==> src/rtl/fetch_pkg.sv <==
// Shared types and constants for the instruction fetch unit.
// MEM_BYTES bounds the fetch-address check enabled by IFETCH_ADDR_CHECK_EN.
package fetch_pkg;

  typedef enum logic [2:0] {
    IDLE,
    REQ,
    CAPT,
    DONE,
    FAULT
  } fetchStateT;

  localparam logic [1:0] PCSRC_PLUS4  = 2'b00;
  localparam logic [1:0] PCSRC_BRANCH = 2'b01;
  localparam logic [1:0] PCSRC_JUMP   = 2'b10;
  localparam logic [1:0] PCSRC_REG    = 2'b11;

  localparam logic [31:0] MEM_BYTES = 32'd128;

  // Word offset to byte offset: sign-extend, then scale by 4.
  function automatic logic [31:0] branchOffset(input logic [15:0] imm);
    return {{14{imm[15]}}, imm, 2'b00};
  endfunction

endpackage

==> src/rtl/instruction_fetch_if.sv <==
// Control-unit / instruction-memory bus of the fetch unit.
// master = control unit + memory side, slave = instruction_fetch.
interface instruction_fetch_if;

  logic        fetch_req;
  logic        pc_update;
  logic [1:0]  PCSrc;
  logic [15:0] Immediate;
  logic [31:0] RegTarget;
  logic [31:0] IDataOut;
  logic [31:0] IAddr;
  logic        RW;
  logic [31:0] IR;
  logic [31:0] PC;
  logic [31:0] PC4;
  logic        fetch_done;
  logic        fault;

  modport master (
    output fetch_req, pc_update, PCSrc, Immediate, RegTarget, IDataOut,
    input  IAddr, RW, IR, PC, PC4, fetch_done, fault
  );

  modport slave (
    input  fetch_req, pc_update, PCSrc, Immediate, RegTarget, IDataOut,
    output IAddr, RW, IR, PC, PC4, fetch_done, fault
  );

endinterface

==> src/rtl/pc_next.sv <==
// Next-PC selection: sequential, PC-relative branch, pseudo-direct jump,
// or register target. All arithmetic wraps modulo 2^32.
module pc_next
  import fetch_pkg::*;
(
  input  logic [31:0] pc_i,
  input  logic [1:0]  pcSrc_i,
  input  logic [15:0] imm_i,
  input  logic [25:0] jumpIndex_i,
  input  logic [31:0] regTarget_i,
  output logic [31:0] nextPc_o
);

  logic [31:0] pcPlus4;

  assign pcPlus4 = pc_i + 32'd4;

  always_comb begin
    nextPc_o = pcPlus4;
    case (pcSrc_i)
      PCSRC_PLUS4:  nextPc_o = pcPlus4;
      PCSRC_BRANCH: nextPc_o = pcPlus4 + branchOffset(imm_i);
      PCSRC_JUMP:   nextPc_o = {pcPlus4[31:28], jumpIndex_i, 2'b00};
      PCSRC_REG:    nextPc_o = regTarget_i;
      default:      nextPc_o = pcPlus4;
    endcase
  end

endmodule

==> src/rtl/instruction_fetch.sv <==
// Multi-cycle instruction fetch unit: IDLE -> REQ -> CAPT -> DONE.
// Define IFETCH_ADDR_CHECK_EN to trap misaligned/out-of-range fetches in FAULT.
module instruction_fetch
  import fetch_pkg::*;
(
  input  logic         CLK,
  input  logic         Reset,
  instruction_fetch_if.slave bus
);

  fetchStateT  state_q, state_d;
  logic [31:0] pc_q, pc_d;
  logic [31:0] ir_q, ir_d;
  logic [31:0] nextPc;
  logic        addrBad;

  pc_next u_pcNext (
    .pc_i        (pc_q),
    .pcSrc_i     (bus.PCSrc),
    .imm_i       (bus.Immediate),
    .jumpIndex_i (ir_q[25:0]),
    .regTarget_i (bus.RegTarget),
    .nextPc_o    (nextPc)
  );

  // PC moves only on a committed update in IDLE; IR loads only when CAPT closes.
  always_comb begin
    pc_d = pc_q;
    ir_d = ir_q;
    if (state_q == IDLE && bus.pc_update) pc_d = nextPc;
    if (state_q == CAPT) ir_d = bus.IDataOut;
  end

  // The check looks at pc_d so a simultaneous update is validated, not the stale PC.
`ifdef IFETCH_ADDR_CHECK_EN
  assign addrBad = (pc_d[1:0] != 2'b00) || (pc_d > (MEM_BYTES - 32'd4));
`else
  assign addrBad = 1'b0;
`endif

  always_ff @(posedge CLK) begin
    if (Reset) begin
      state_q <= IDLE;
      pc_q    <= 32'd0;
      ir_q    <= 32'd0;
    end else begin
      state_q <= state_d;
      pc_q    <= pc_d;
      ir_q    <= ir_d;
    end
  end

  always_comb begin
    state_d = state_q;
    case (state_q)
      IDLE:    if (bus.fetch_req) state_d = addrBad ? FAULT : REQ;
      REQ:     state_d = CAPT;
      CAPT:    state_d = DONE;
      DONE:    state_d = IDLE;
      FAULT:   state_d = FAULT;
      default: state_d = IDLE;
    endcase
  end

  always_comb begin
    bus.RW         = (state_q == REQ) || (state_q == CAPT);
    bus.fetch_done = (state_q == DONE);
`ifdef IFETCH_ADDR_CHECK_EN
    bus.fault      = (state_q == FAULT);
`else
    bus.fault      = 1'b0;
`endif
  end

  assign bus.IAddr = pc_q;
  assign bus.PC    = pc_q;
  assign bus.PC4   = pc_q + 32'd4;
  assign bus.IR    = ir_q;

endmodule
==> src/flat_wrapper.sv <==
// flat-port wrapper written by rule: the top's interface ports become plain ports
module instruction_fetch_flat import fetch_pkg::*;
  (CLK, Reset, bus_fetch_req, bus_pc_update, bus_PCSrc, bus_Immediate, bus_RegTarget, bus_IDataOut, bus_IAddr, bus_RW, bus_IR, bus_PC, bus_PC4, bus_fetch_done, bus_fault);
  instruction_fetch_if bus_i ();
  input  logic CLK;
  input  logic Reset;
  input wire logic [$bits(bus_i.fetch_req)-1:0] bus_fetch_req;
  input wire logic [$bits(bus_i.pc_update)-1:0] bus_pc_update;
  input wire logic [$bits(bus_i.PCSrc)-1:0] bus_PCSrc;
  input wire logic [$bits(bus_i.Immediate)-1:0] bus_Immediate;
  input wire logic [$bits(bus_i.RegTarget)-1:0] bus_RegTarget;
  input wire logic [$bits(bus_i.IDataOut)-1:0] bus_IDataOut;
  output wire logic [$bits(bus_i.IAddr)-1:0] bus_IAddr;
  output wire logic [$bits(bus_i.RW)-1:0] bus_RW;
  output wire logic [$bits(bus_i.IR)-1:0] bus_IR;
  output wire logic [$bits(bus_i.PC)-1:0] bus_PC;
  output wire logic [$bits(bus_i.PC4)-1:0] bus_PC4;
  output wire logic [$bits(bus_i.fetch_done)-1:0] bus_fetch_done;
  output wire logic [$bits(bus_i.fault)-1:0] bus_fault;
  assign bus_i.fetch_req = bus_fetch_req;
  assign bus_i.pc_update = bus_pc_update;
  assign bus_i.PCSrc = bus_PCSrc;
  assign bus_i.Immediate = bus_Immediate;
  assign bus_i.RegTarget = bus_RegTarget;
  assign bus_i.IDataOut = bus_IDataOut;
  assign bus_IAddr = bus_i.IAddr;
  assign bus_RW = bus_i.RW;
  assign bus_IR = bus_i.IR;
  assign bus_PC = bus_i.PC;
  assign bus_PC4 = bus_i.PC4;
  assign bus_fetch_done = bus_i.fetch_done;
  assign bus_fault = bus_i.fault;
  instruction_fetch u_core (.CLK(CLK), .Reset(Reset), .bus(bus_i));
endmodule
==> config.mk <==
export PLATFORM = sky130hd
export DESIGN_NAME = instruction_fetch_flat
export DESIGN_NICKNAME = d
export VERILOG_FILES = /design/src/rtl/fetch_pkg.sv /design/src/rtl/instruction_fetch_if.sv /design/src/rtl/pc_next.sv /design/src/rtl/instruction_fetch.sv /design/src/flat_wrapper.sv
export SDC_FILE = /design/constraint.sdc
export NUM_CORES = 1
export LEC_CHECK = 0
export CAP_MARGIN = 20
export CELL_PAD_IN_SITES_DETAIL_PLACEMENT = 2
export CELL_PAD_IN_SITES_GLOBAL_PLACEMENT = 2
export CORE_MARGIN = 4
export CORE_UTILIZATION = 25
export CTS_BUF_LIST = sky130_fd_sc_hd__clkbuf_8
export DETAILED_ROUTE_END_ITERATION = 8
export HOLD_SLACK_MARGIN = 0.05
export PLACE_DENSITY_LB_ADDON = 0.08
export SLEW_MARGIN = 20
export SYNTH_ARGS = -nofsm -noshare
export SYNTH_HDL_FRONTEND = slang
export SYNTH_HIERARCHICAL = 1
export SYNTH_SLANG_ARGS = --single-unit
==> constraint.sdc <==
create_clock -name CLK -period 5.5 [get_ports CLK]
set_input_delay 0.825 -clock CLK [delete_from_list [all_inputs] [get_ports CLK]]
set_output_delay 0.825 -clock CLK [all_outputs]
set_load 0.01 [all_outputs]
==> flow_summary.yaml, run 1 <==
logic_synthesis:
  synthFlopType: "dfxtp_1"
  synth_area_sq_mm: 0.00588
  syn_avg_cell_area_sq_um: 7.87
  synth_area_leaders: "dfxtp_1 (23%), nand2_1 (10%), mux4_2 (9.2%)"
  synth_nets: 869
  synth-edff-count: 0
  yosysTopAreaCell: "dfxtp_1"
  ys_types: 59
  ys_warn_count: 6
  syn_inst: 747
  synth-seq-area-share_pct: 22.8
  synthArstFlopShare_pct: 0
  ys_ff_latch: 67
  synth_top_area_share_pct: 22.8
cts:
  ctsHtreeMaxLevel: 3
  cts.sinks: 67
  clockBufferDepth: 2
  postCtsSetupRepairBufs: 0
  cts_tree: "done"
  cts_resized: 0
  insertion_delay_ps: 360
  postCtsHoldBufs: 0
  cts.root.buffer_cell: "clkbuf_8"
  cts_buffers: 9
  clk_pin_slew_worst_paths_ps: 80
place:
  gp_congestion: 0.890
  place_hpwl_um: 20200
  placed_area_sq_mm: 0.00811
  port_buffers: 215
cells_and_area:
  fin_area_sq_mm: 0.00829
  postLayoutCoreUtil_pct: 36.2
  antenna_cells: 0
  fillers: 2595
  drive_gt1_share_pct: 7.38
  nNetsFinal: 1040
  area_growth_pct: 41.0
floorplan:
  core_sq_mm: 0.0229
  initial_utilization_pct: 25.7
  dieWidth_um: 161
  ios: 217
  die_h_um: 161
  die-area_sq_mm: 0.0260
  row_count: 55
critical_path:
  cp.arrival_ps: 5240
  path_max_fanout: 12
  cpMaxStageDelayCell: "dfxtp_1"
  critPathMaxStageDelay_ps: 560
  crit_family: "simple AND/OR/NAND/NOR gates"
  startpoint_type: "flop"
  endpoint_kind: "flop"
  cp_num_buf_inv: 0
  crit_type: "flop to flop"
  worstPathRequired_ps: 5780
  path_cells: "and3_1 > and2_1 > and4_1 > nor2b_1 > nand3_1 > xnor2_1 > ha_1 > nand4_1 > or3_1 > nand2b_1 > o21ai_1 > o311ai_1 > a211o_1 > a221oi_2 > xor2_1 > nor3_1 > a311oi_1 > nand2_1 > a21oi_1"
timing:
  rsz0062_at_grt: "no"
  fin_crit_sh_pct: 90.2
  fin_setup_tns_ps: 0
  worstMarginPinSlew_ps: 1010
  timing.hold.ws_ps: 463
  fmax_ghz: 0.202
  layout_min_cycle_time_ps: 4960
  finClkSkew_ps: 11.2
  finalMaxSlewViolations: 0
  relSlewSlack_pct: 32.6
  setup_viol: 0
  finalHoldViolCount: 0
drt:
  vias_per_cell: 4.94
  drc: 0
  num_vias: 6106
  initialDrtViolationCount: 257
  drt-pass1-iter-count: 4
  routedWlPerCell_um: 20.6
  drtAntennaViolNets: 0
  wirelength_um: 25400
global_route:
  grt_overflow: 0
  track_usage_pct: 18.9
  grt_pass1_wl_um: 39000
  first_global_vias: 6619
  antenna_found_initial: 0
  grt_max_degree: 68
power_and_ir_drop:
  vdd_drop_max_mv: 0.104
  p_per_area_mw_per_mm2: 195
  fin_total_pwr_mw: 1.62
  p_leak_nw: 3.05
worst_hold_path:
  hold_class: "flop to flop"
status:
  outcome: "completed"
flow_run:
  max-cap-violations: 0
[cell usage after synthesis (all sizes together) (3+ instances only)]
cell    instances
nand2         164
a21oi          91
dfxtp          67
xnor2          55
buf            45
ha             35
nand3          33
nor2           29
xor2           25
mux4           24
clkbuf         20
o21ai          20
inv            18
nand4          14
nor3           12
and3           10
and2            9
and4            9
a21o            8
nor2b           8
nand2b          5
o21a            5
a31oi           4
nor4            4
a211oi          3
[state kept, by name, summed over array words and instances, names as in the netlist]
signal            count
u_core/bus.IAddr     32
u_core/bus.IR        32
u_core/state_q        3
[logic make-up after synthesis]
logic type                 synth area share [%]
and+or+nand+nor                            25.6
AOI/OAI and AO/OA                          14.6
buffers and inverters                      7.72
xor gates and xnor gates                   11.9
DFF                                        22.8
adders and majority gates                  7.79
muxes                                      9.55
other                                    0.0638
[final timing paths]
check	start	end	slack (ps)	cells past startpoint
min reg2reg	u_core/bus.IR[29]	u_core/bus.IR[29]	460	2
max reg2reg	u_core/bus.IAddr[5]	u_core/bus.IAddr[31]	540	19
max	u_core/bus.IAddr[5]	u_core/bus.IAddr[31]	540	19
min	u_core/bus.IR[29]	u_core/bus.IR[29]	460	2
[metal layers]
layer  vias up  global-route usage, %  wire length [um]
li1       2922                      -                 -
met2       181                   30.6             11500
met3        21                   4.03              1550
met4         0                   4.85               356
met5         -                      0                 0
met1      2982                   25.6             12000
[placed cells by master, fill, tap and decap left out, types with 3 or more instances in the layout]
cell type and n:
a211oi_1 3, a21o_1 8, a21oi_1 91, a31oi_1 4
and2_1 9, and3_1 10, and4_1 7, buf_2 3
buf_4 10, clkbuf_8 9, clkdlybuf4s50_1 212, dfxtp_1 67
ha_1 35, inv_1 18, mux4_2 24, nand2_1 164
nand2b_1 5, nand3_1 32, nand4_1 12, nor2_1 29
nor2b_1 8, nor3_1 9, nor3_2 3, nor4_2 3
o21a_1 5, o21ai_0 8, o21ai_1 12, xnor2_1 55
xor2_1 25
[metrics by stage]
step / setup slack, ps / instances
2_1_floorplan: 1300 / 747
3_3_place_gp: 773 / 1220
3_5_place_dp: 602 / 1220
4_1_cts: 523 / 1235
5_1_grt: 92.9 / 1235
6_report: 540 / 1235
[power by group]
| part | switching, mW | internal (mW) | total (mW) |
|---|---|---|---|
| Clock | 0.209 | 0.204 | 0.413 |
| Sequential | 0.0649 | 0.518 | 0.582 |
| Combinational | 0.306 | 0.318 | 0.625 |
[area by class of cell]
type / count / area (sq um) / area share [%]
Clock buffer: 9 / 124 / 1.49
Clock inverter: 6 / 58.8 / 0.709
Inverter: 18 / 67.6 / 0.815
Multi-Input combinational cell: 597 / 4090 / 49.4
Sequential cell: 67 / 1340 / 16.2
Tap cell: 313 / 392 / 4.72
Timing Repair Buffer: 225 / 2210 / 26.7
[tightest hold or removal path: stages, from the launching register on]
cell and delay (ps):
dfxtp_1 310, nand2_1 50, a21oi_1 60
Power figures use the tool's default switching activity.
==> run 2: changes to the inputs <==
Settings changed: GPL_ROUTABILITY_DRIVEN set to 0.
==> run 2 against run 1 <==
Against the previous run:
- count of clock-buffer cells in the layout rose by 1
- first-iteration DRC count down 24%
- largest cell class unchanged
- power is 7.3% higher
- highest routed layer is now met5
- clock skew increased by 7.4 ps
- core utilization up 0.26 points
- sequential power is essentially flat
- critical path type unchanged
==> flow_summary.yaml, run 2 (synthesis results as in run 1) <==
critical_path:
  crit_type: "flop to flop"
  worstPathRequired_ps: 5800
  endpoint_kind: "flop"
  path_max_fanout: 12
  startpoint_type: "flop"
  cp.arrival_ps: 5210
floorplan:
  row_count: 55
  core_sq_mm: 0.0229
  initial_utilization_pct: 25.7
  die_h_um: 161
  ios: 217
  die-area_sq_mm: 0.0260
  dieWidth_um: 161
place:
  port_buffers: 215
  place_hpwl_um: 20100
  pre_cts_ws_ps: 620
timing:
  worstMarginPinSlew_ps: 998
  layout_min_cycle_time_ps: 4910
  fin_setup_tns_ps: 0
  finalMaxSlewViolations: 0
  rsz0062_at_grt: "no"
  relSlewSlack_pct: 33.5
  finClkSkew_ps: 18.6
  finalHoldViolCount: 0
  fin_crit_sh_pct: 89.3
  setup_viol: 0
  setup_ws_ps: 589
  fmax_ghz: 0.204
cts:
  cts.sinks: 67
  clockBufferDepth: 2
  cts_resized: 0
  insertion_delay_ps: 370
  cts_buffers: 9
  postCtsHoldBufs: 0
  ctsHtreeMaxLevel: 3
  clk_pin_slew_worst_paths_ps: 80
  postCtsSetupRepairBufs: 0
  cts.root.buffer_cell: "clkbuf_8"
  cts_tree: "done"
worst_hold_path:
  hold_class: "flop to flop"
drt:
  drt-pass1-iter-count: 4
  wirelength_um: 25400
  routedWlPerCell_um: 20.6
  vias_per_cell: 4.97
  drt-met1-wl_um: 11900
  num_vias: 6148
  initialDrtViolationCount: 196
  top_layer: "met5"
  wl_met2_um: 11600
  drc: 0
  wl_met3_um: 1560
  drtAntennaViolNets: 0
power_and_ir_drop:
  vdd_drop_max_mv: 0.0997
  p_leak_nw: 3.09
  p_per_area_mw_per_mm2: 208
global_route:
  grt_overflow: 0
  grt_pass1_wl_um: 39700
  grt_max_degree: 68
  track_usage_pct: 19.2
  first_global_vias: 6747
  antenna_found_initial: 2
cells_and_area:
  area_growth_pct: 42.0
  antenna_cells: 0
  nNetsFinal: 1040
  drive_gt1_share_pct: 7.48
  layout_common_cells: "clkdlybuf4s50_1 (212), nand2_1 (164), a21oi_1 (91)"
  layout_commonest_cell: "clkdlybuf4s50_1"
status:
  outcome: "completed"
flow_run:
  max-cap-violations: 0
-- run 2: cell count changes in the layout (fill, tap and decap cells not counted), sizes merged --
cell / before / now
clkinvlp: 2 / 0
clkbuf: 9 / 10
bufinv: 1 / 3
-- run 2: power by group --
group	switching, mW	total [mW]	leakage [nW]	internal (mW)
clock network	0.218	0.529	0.127	0.311
logic	0.308	0.627	2.41	0.319
registers	0.0642	0.582	0.545	0.518
-- run 2: path summary, 6_finish.rpt --
kind / from / endpoint / slack [ps] / depth (start not counted)
max reg2reg: u_core/bus.IAddr[5] / u_core/bus.IAddr[31] / 590 / 19
min reg2reg: u_core/bus.IR[31] / u_core/bus.IR[31] / 470 / 2
max: u_core/bus.IAddr[5] / u_core/bus.IAddr[31] / 590 / 19
min: u_core/bus.IR[31] / u_core/bus.IR[31] / 470 / 2
-- run 2: final cells by class --
cell class	instances	area [sq um]
timing repair buffer	225	2210
tap	313	392
multi-input combinational	597	4090
clock inverter	6	104
clock buffer	10	138
fill	2605	14600
inverter	18	67.6
sequential	67	1340
-- run 2: critical path: stages, from the launching register on --
cell and delay [ps]:
dfxtp_1 550, and3_1 230, and2_1 200, and4_1 260, nor2b_1 430, nand3_1 160, xnor2_1 200, ha_1 360
nand4_1 130, or3_1 380, nand2b_1 150, o21ai_1 110, o311ai_1 230, a211o_1 370, a221oi_2 290, xor2_1 220
nor3_1 70, a311oi_1 290, nand2_1 80, a21oi_1 140
-- run 2: routing by layer --
layer | vias to the layer above | global-route usage [%]
met5 | - | 0
met4 | 2 | 4.96
met3 | 18 | 4.21
met2 | 176 | 31.6
met1 | 3026 | 25.5
li1 | 2926 | -
-- run 2: through the flow --
step | hold WS, ps | area [sq um] | utilization [%] | power (mW) | cells
floorplan | 481 | 5880 | - | 0.923 | 747
global placement | 443 | 8110 | 35.4 | 1.20 | 1220
detailed placement | 460 | 8110 | 35.4 | 1.22 | 1220
CTS | 475 | 8350 | 36.4 | 1.77 | 1236
global route | 501 | 8350 | 36.4 | 1.84 | 1236
finish | 470 | 8350 | 36.4 | 1.74 | 1236
==> run 3: changes to the inputs <==
Settings changed: SKIP_CTS_REPAIR_TIMING set to 1, SYNTH_HIERARCHICAL 1 to not set.
==> run 3 against run 2 <==
Against the previous run:
- sequential cell count unchanged
- sequential share of layout area up 0.41 points
- via count up 6.4%
- power up 12%
- fmax up 7.4%
- cell count down 0.89%
==> flow_summary.yaml, run 3 <==
cts:
  ctsHtreeMaxLevel: 3
  clk_pin_slew_worst_paths_ps: 90
  cts.sinks: 67
  cts_tree: "done"
  cts_buffers: 9
  clockBufferDepth: 2
  cts.root.buffer_cell: "clkbuf_8"
  insertion_delay_ps: 370
cells_and_area:
  layout_commonest_cell: "clkdlybuf4s50_1"
  postLayoutCoreUtil_pct: 35.9
  layout_common_cells: "clkdlybuf4s50_1 (213), nand2_1 (126), a21oi_1 (88)"
  fin_cells: 1225
  multi_input_area_sq_mm: 0.00393
  fillers: 2641
  area_growth_pct: 41.0
  drive_gt1_share_pct: 4.79
  seq_area_sq_mm: 0.00134
  antenna_cells: 0
  nNetsFinal: 1056
logic_synthesis:
  synthFlopType: "dfxtp_1"
  ys_types: 67
  syn_avg_cell_area_sq_um: 7.37
  synth-seq-area-share_pct: 23.2
  synth_top_area_share_pct: 23.2
  synth.most_common_cell: "nand2_1"
  synth_area_sq_mm: 0.00577
  synthArstFlopShare_pct: 0
  synth_nets: 903
  synth_area_leaders: "dfxtp_1 (23%), nand2_1 (8.2%), a21oi_1 (7.6%)"
  synthSimpleGateAreaFrac_pct: 23.1
  synthMuxAreaShare_pct: 4.77
  synth-compound-area-share_pct: 24.3
  synth-edff-count: 0
  synth-xor-area-share_pct: 8.28
  ys_ff_latch: 67
  synthTopCellsByCount: "nand2_1 (126), a21oi_1 (88), dfxtp_1 (67), nor2_1 (60), o21ai_0 (42)"
  synth_top_family_by_area: "compound AO/OA/AOI/OAI gates"
  syn_inst: 783
  yosysTopAreaCell: "dfxtp_1"
  ys_warn_count: 0
  synthAdderAreaFrac_pct: 7.50
global_route:
  grt_overflow: 0
  grt_max_degree: 58
  grt_pass1_wl_um: 43300
  first_global_vias: 7083
  antenna_found_initial: 1
  track_usage_pct: 21.6
critical_path:
  cpMaxStageDelayCell: "or4_1"
  cp_num_buf_inv: 0
  critPathMaxStageDelay_ps: 760
  crit_family: "simple AND/OR/NAND/NOR gates"
  startpoint_type: "flop"
  path_cells: "nand4_2 > or4_1 > nor3_1 > xnor2_1 > ha_1 > a21oi_1 > o21ai_0 > a21o_1 > a31oi_1 > nor4_1 > or3_1 > a31o_2"
  endpoint_kind: "flop"
  path_max_fanout: 10
  cp.arrival_ps: 4840
  worstPathRequired_ps: 5770
  crit_type: "flop to flop"
drt:
  drt-pass1-iter-count: 5
  num_vias: 6543
  wirelength_um: 28400
  routedWlPerCell_um: 23.2
  vias_per_cell: 5.34
  drc: 0
  drtAntennaViolNets: 0
  initialDrtViolationCount: 344
power_and_ir_drop:
  fin_total_pwr_mw: 1.94
  p_leak_nw: 3.11
  p_per_area_mw_per_mm2: 238
  vdd_drop_max_mv: 0.119
timing:
  worstMarginPinSlew_ps: 1070
  layout_min_cycle_time_ps: 4570
  finalMaxSlewViolations: 0
  relSlewSlack_pct: 28.1
  finClkSkew_ps: 13.9
  fmax_ghz: 0.219
  rsz0062_at_grt: "no"
  fin_crit_sh_pct: 83.1
  finalHoldViolCount: 0
  fin_setup_tns_ps: 0
  setup_viol: 0
  timing.hold.ws_ps: 460
status:
  outcome: "completed"
floorplan:
  ios: 217
  initial_utilization_pct: 25.4
  die_h_um: 160
  core_sq_mm: 0.0227
  dieWidth_um: 160
  die-area_sq_mm: 0.0256
  row_count: 55
place:
  place_hpwl_um: 22800
  placed_cells: 1210
  port_buffers: 215
flow_run:
  max-cap-violations: 0
worst_hold_path:
  hold_class: "flop to flop"
## run 3: changes by cell type after synthesis, moves of 12 or more
cell and delta:
o21ai_1 -12, mux2i_1 +13, mux4_2 -19, clkbuf_1 +21, nand2_1 -38, nor2_1 +31, nand3_1 -16, o21ai_0 +34
xnor2_1 -31
## run 3: worst reg2reg max path, stage by stage (launching register included)
cell	delay, ps
dfxtp_1	520
nand4_2	180
or4_1	760
nor3_1	380
xnor2_1	290
ha_1	410
a21oi_1	240
o21ai_0	270
a21o_1	230
a31oi_1	450
nor4_1	160
or3_1	380
a31o_2	230
## run 3: power by group
group          internal, mW  switching (mW)  leakage [nW]
Sequential            0.524          0.0694         0.547
Combinational         0.374           0.446          2.45
Clock                 0.300           0.224         0.115
Total                  1.20           0.740          3.11
## run 3: layout make-up
type,instances,area share [%]
Multi-Input combinational cell,617,48.2
Timing Repair Buffer,223,27.1
Sequential cell,67,16.5
Tap cell,285,4.38
Clock buffer,9,1.52
Clock inverter,6,1.41
Inverter,18,0.830
## run 3: path summary, 6_finish.rpt
path / start / to / slack [ps] / cells after the start
hold reg to reg: u_core.bus.IR[31] / u_core.bus.IR[31] / 460 / 2
setup reg to reg: u_core.bus.IAddr[12] / u_core.bus.IAddr[29] / 930 / 12
setup / recovery: u_core.bus.IAddr[12] / u_core.bus.IAddr[29] / 930 / 12
hold / removal: u_core.bus.IR[31] / u_core.bus.IR[31] / 460 / 2
## run 3: cells by family after synthesis
group / count (synthesis)
DFF: 67
muxes: 21
AOI/OAI and AO/OA: 226
adders and majority gates: 34
and+or+nand+nor: 282
xor gates and xnor gates: 53
other: 1
buffers and inverters: 99
## run 3: layer usage
metal | global-route usage, % | wire (um) | vias to the layer above
li1 | - | - | 3084
met1 | 28.8 | 13000 | 3267
met2 | 35.9 | 13400 | 156
met3 | 3.97 | 1450 | 34
met4 | 5.75 | 576 | 2
met5 | 0 | 11 | -
## run 3: per-stage QoR
step	worst slack (ps)	cell area, sq um
2_1_floorplan	1780	5770
5_1_grt	684	8140
3_3_place_gp	1090	7890
3_5_place_dp	993	7900
6_report	928	8140
4_1_cts	945	8140
